### config.mk
export PLATFORM = sky130hd
export DESIGN_NAME = mips_controller
export DESIGN_NICKNAME = d
export VERILOG_FILES = /design/src/rtl/mips_controller.sv
export SDC_FILE = /design/constraint.sdc
export NUM_CORES = 1
export LEC_CHECK = 0
export CAP_MARGIN = 10
export CORE_MARGIN = 4
export CORE_UTILIZATION = 31
export CTS_CLUSTER_SIZE = 20
export DETAILED_ROUTE_END_ITERATION = 7
export PLACE_DENSITY = 0.62
export RECOVER_POWER = 100
export SYNTH_ARGS = -nofsm -noshare
export SYNTH_HDL_FRONTEND = slang
export SYNTH_SLANG_ARGS = --single-unit
export TNS_END_PERCENT = 30
### constraint.sdc
create_clock -name clk -period 2.25 [get_ports clk]
set_input_delay 0.225 -clock clk [delete_from_list [all_inputs] [get_ports clk]]
set_output_delay 0.225 -clock clk [all_outputs]
set_load 0.02 [all_outputs]
### src/rtl/mips_controller.sv
// MIPS main decoder and ALU decoder with a registered output stage.
// Every output is a flop, giving one cycle of latency from opcode/funct/zero.
module mips_controller (
  input  logic       clk,
  input  logic       reset,
  input  logic [5:0] funct,
  input  logic [5:0] opcode,
  input  logic       zero,
  output logic [3:0] alucontrol,
  output logic       pcsrc,
  output logic       regdst,
  output logic       memtoreg,
  output logic       alusrc,
  output logic       regwrite,
  output logic       memwrite,
  output logic       jump
);

  localparam logic [3:0] ALU_AND = 4'b0000;
  localparam logic [3:0] ALU_OR  = 4'b0001;
  localparam logic [3:0] ALU_ADD = 4'b0010;
  localparam logic [3:0] ALU_SUB = 4'b0110;
  localparam logic [3:0] ALU_SLT = 4'b0111;

  localparam logic [5:0] OP_RTYPE = 6'b000000;
  localparam logic [5:0] OP_LW    = 6'b100011;
  localparam logic [5:0] OP_SW    = 6'b101011;
  localparam logic [5:0] OP_BEQ   = 6'b000100;
  localparam logic [5:0] OP_ADDI  = 6'b001000;
  localparam logic [5:0] OP_ORI   = 6'b001101;
  localparam logic [5:0] OP_SLTI  = 6'b001010;
  localparam logic [5:0] OP_J     = 6'b000010;

  localparam logic [5:0] FN_ADD = 6'b100000;
  localparam logic [5:0] FN_SUB = 6'b100010;
  localparam logic [5:0] FN_AND = 6'b100100;
  localparam logic [5:0] FN_OR  = 6'b100101;
  localparam logic [5:0] FN_SLT = 6'b101010;

  logic [3:0] alucontrol_d, alucontrol_q;
  logic       pcsrc_d, pcsrc_q;
  logic       regdst_d, regdst_q;
  logic       memtoreg_d, memtoreg_q;
  logic       alusrc_d, alusrc_q;
  logic       regwrite_d, regwrite_q;
  logic       memwrite_d, memwrite_q;
  logic       jump_d, jump_q;
  logic       branch_d;

  always_comb begin
    alucontrol_d = 4'b0000;
    regdst_d     = 1'b0;
    memtoreg_d   = 1'b0;
    alusrc_d     = 1'b0;
    regwrite_d   = 1'b0;
    memwrite_d   = 1'b0;
    jump_d       = 1'b0;
    branch_d     = 1'b0;
    unique case (opcode)
      OP_RTYPE: begin
        // Unknown funct leaves everything at zero, so the instruction becomes a NOP.
        regwrite_d = 1'b1;
        regdst_d   = 1'b1;
        unique case (funct)
          FN_ADD:  alucontrol_d = ALU_ADD;
          FN_SUB:  alucontrol_d = ALU_SUB;
          FN_AND:  alucontrol_d = ALU_AND;
          FN_OR:   alucontrol_d = ALU_OR;
          FN_SLT:  alucontrol_d = ALU_SLT;
          default: begin
            regwrite_d = 1'b0;
            regdst_d   = 1'b0;
          end
        endcase
      end
      OP_LW: begin
        regwrite_d   = 1'b1;
        alusrc_d     = 1'b1;
        memtoreg_d   = 1'b1;
        alucontrol_d = ALU_ADD;
      end
      OP_SW: begin
        alusrc_d     = 1'b1;
        memwrite_d   = 1'b1;
        alucontrol_d = ALU_ADD;
      end
      OP_BEQ: begin
        branch_d     = 1'b1;
        alucontrol_d = ALU_SUB;
      end
      OP_ADDI: begin
        regwrite_d   = 1'b1;
        alusrc_d     = 1'b1;
        alucontrol_d = ALU_ADD;
      end
      OP_ORI: begin
        regwrite_d   = 1'b1;
        alusrc_d     = 1'b1;
        alucontrol_d = ALU_OR;
      end
      OP_SLTI: begin
        regwrite_d   = 1'b1;
        alusrc_d     = 1'b1;
        alucontrol_d = ALU_SLT;
      end
      OP_J: begin
        jump_d = 1'b1;
      end
      default: ;
    endcase
    pcsrc_d = branch_d & zero;
  end

  // Output register stage; reset clears every strobe and takes priority over decode.
  always_ff @(posedge clk) begin
    if (reset) begin
      alucontrol_q <= 4'b0000;
      pcsrc_q      <= 1'b0;
      regdst_q     <= 1'b0;
      memtoreg_q   <= 1'b0;
      alusrc_q     <= 1'b0;
      regwrite_q   <= 1'b0;
      memwrite_q   <= 1'b0;
      jump_q       <= 1'b0;
    end else begin
      alucontrol_q <= alucontrol_d;
      pcsrc_q      <= pcsrc_d;
      regdst_q     <= regdst_d;
      memtoreg_q   <= memtoreg_d;
      alusrc_q     <= alusrc_d;
      regwrite_q   <= regwrite_d;
      memwrite_q   <= memwrite_d;
      jump_q       <= jump_d;
    end
  end

  assign alucontrol = alucontrol_q;
  assign pcsrc      = pcsrc_q;
  assign regdst     = regdst_q;
  assign memtoreg   = memtoreg_q;
  assign alusrc     = alusrc_q;
  assign regwrite   = regwrite_q;
  assign memwrite   = memwrite_q;
  assign jump       = jump_q;

endmodule

==> impl_metrics.json <==
{
  "routedWlPerCell_um": 12.21,
  "numCtsBuffers": 3,
  "synth.top_cell.area_share_pct": 38.37,
  "rsz0062_at_grt": "false",
  "grt_pass1_vias": 504,
  "p_int_uw": 315.0,
  "synth_xor_area_share_pct": 1.679,
  "dp.cells": 97,
  "avgSynthCellArea_um2": 9.486,
  "layout-drive-gt1-share_pct": 14.12,
  "timing.fmax_ghz": 0.5068,
  "syn_area_um2": 521.8,
  "period_minus_slack_ns": 1.973,
  "hold_buffers": 0,
  "drc": 0,
  "start_util_pct": 33.85,
  "hold_path_class": "input port to register",
  "firstDrtPassIters": 2,
  "crit_path_max_fanout": 6,
  "ys.flop_type": "dfxtp_1",
  "post_cts.repair.setup_buffers": 0,
  "synth-simple-area-share_pct": 36.69,
  "pre_cts_ws_ns": 0.1848,
  "worstPathRequired_ns": 2.46,
  "cts_htree_levels": 1,
  "max_stage_delay_ns": 0.61,
  "cts_tree": "done",
  "status": "completed",
  "cp.buffers_inverters": 1,
  "row_count": 14,
  "yosysSeqAreaShare_pct": 38.37,
  "cp.arrival_ns": 2.18,
  "grt_max_degree": 10,
  "synth_compound_area_share_pct": 20.38,
  "die_area_um2": 2403,
  "synth_top_family_by_area": "simple AND/OR/NAND/NOR gates",
  "place.gp.congestion": 0.7527,
  "ant_nets": 0,
  "synth_common_cells": "10 x dfxtp_1, 7 x nor2_1, 3 x o21ai_0",
  "synth.most_common_cell": "dfxtp_1",
  "synthArstFlopShare_pct": 0,
  "num-nets-final": 101,
  "yosys_warnings": 0,
  "p_per_area_nw_per_um2": 493.3,
  "crit_type": "input port to register",
  "track_usage_pct": 10.41,
  "seq_power_share_pct": 44.1,
  "leakage_nw": 0.3328,
  "netSwitchingFraction_pct": 22.22,
  "area_growth_pct": 57.31,
  "setup_viol_count_final": 0,
  "clk_pin_slew_ns": 0.07,
  "synthTopCellsByArea": "dfxtp_1 38%, a2111oi_4 5.3%, nor2_1 5.0%, a2bb2oi_1 3.4%, o21ai_0 2.9%",
  "fin_util_pct": 53.25,
  "fp.coreArea_um2": 1541,
  "period_share_pct": 87.70,
  "cts_resized": 0,
  "clkPwrFrac_pct": 38.5,
  "hold_violations": 0,
  "vdd_drop_max_mv": 0.2559,
  "overflow": 0,
  "slew_violations": 0,
  "routed_wl_mm": 1.233,
  "vias_per_cell": 5.178,
  "cts-root-buf": "clkbuf_4",
  "drt_iter0_markers": 4,
  "cts_sinks": 10,
  "dr_total_vias": 523,
  "crit_chain": "dlygate4sd3_1 -> or4_1 -> or3_1 -> a2111oi_4 -> or2_1",
  "diodes": 0,
  "synth-edff-count": 0,
  "finalInstanceArea_um2": 820.8,
  "cp_top_family": "simple AND/OR/NAND/NOR gates",
  "cap_violations": 0,
  "yosysTopAreaCell": "dfxtp_1",
  "fin_cells": 101,
  "slowest_stage": "dlygate4sd3_1",
  "die_h_um": 49.03,
  "placed_cell_area_um2": 797.0,
  "synth.mux.area_fraction_pct": 0,
  "synthAdderAreaFrac_pct": 0,
  "startpoint_type": "input port",
  "cts_buffer_depth": 2,
  "critPathCaptureType": "register",
  "fin_ws_ns": 0.2768,
  "setup_tns_ns": 0,
  "netlist_instances": 55,
  "ys_seq_elements": 10,
  "grt_pass1_wl_mm": 1.987,
  "io_buffers": 24,
  "switchingPower_uw": 89.97,
  "antenna_found_initial": 0,
  "hpwl_mm": 1.066,
  "p_comb_share_pct": 17.3,
  "syn_nets": 70,
  "synthDistinctLibCells": 34,
  "ios": 26,
  "dieWidth_um": 49.03
}
==> layer usage <==
metal  wire length (um)  track usage, %  vias to the layer above
li1                   -               -                      267
met1                521           10.15                      240
met2                626           18.48                       16
met3                 86           4.281                        0
met4                  0           5.381                        0
met5                  0               0                        -
==> power by group through the flow <==
| stage | registers [mW] | logic (mW) | clock network, mW |
|---|---|---|---|
| floorplan | 0.185 | 0.0243 | 0 |
| global placement | 0.183 | 0.0725 | 0 |
| detailed placement | 0.183 | 0.0730 | 0 |
| CTS | 0.179 | 0.0731 | 0.160 |
| global route | 0.179 | 0.0757 | 0.167 |
| finish | 0.179 | 0.0701 | 0.156 |
==> final timing paths <==
kind	startpoint	end	slack (ns)	cells past startpoint
worst max-delay path	opcode[5]	regwrite	0.28	5
worst min-delay path	zero	pcsrc	0.51	3
==> through the flow <==
| stage | total power [mW] | hold slack [ns] |
|---|---|---|
| 3_5_place_dp | 0.2559 | 0.7800 |
| 4_1_cts | 0.4117 | 0.5009 |
| 6_report | 0.4049 | 0.5054 |
| 5_1_grt | 0.4220 | 0.5314 |
| 2_1_floorplan | 0.2093 | 0.3005 |
| 3_3_place_gp | 0.2554 | 0.7957 |
==> cell type report <==
type | instances | area (um^2)
Clock buffer | 4 | 36.28
Sequential cell | 10 | 200.2
Timing Repair Buffer | 27 | 259.0
Multi-Input combinational cell | 43 | 301.5
Tap cell | 16 | 20.02
Fill cell | 160 | 720.7
Inverter | 1 | 3.754
==> kinds of logic after synthesis <==
logic type / after synthesis
buffers and inverters: 2
other: 1
XOR/XNOR: 1
AND/OR/NAND/NOR: 28
flip-flops: 10
AO/OA/AOI/OAI: 13
==> registers in the layout, indices dropped and copies added (netlist names) <==
signal,count
alucontrol,3
alusrc,1
jump,1
memtoreg,1
memwrite,1
pcsrc,1
regdst,1
regwrite,1
==> cell usage in the layout (no fill, tap or decap), types with 2 or more instances in the layout <==
cell type / count
clkdlybuf4s50_1: 12
nor4_1: 2
dfxtp_1: 10
a31oi_1: 2
a2bb2oi_1: 2
buf_4: 2
nor2_1: 7
clkbuf_4: 3
a21oi_1: 2
o21ai_0: 3
dlygate4sd3_1: 12
or3_1: 2
Note: power is estimated with default switching activity, not from simulation.
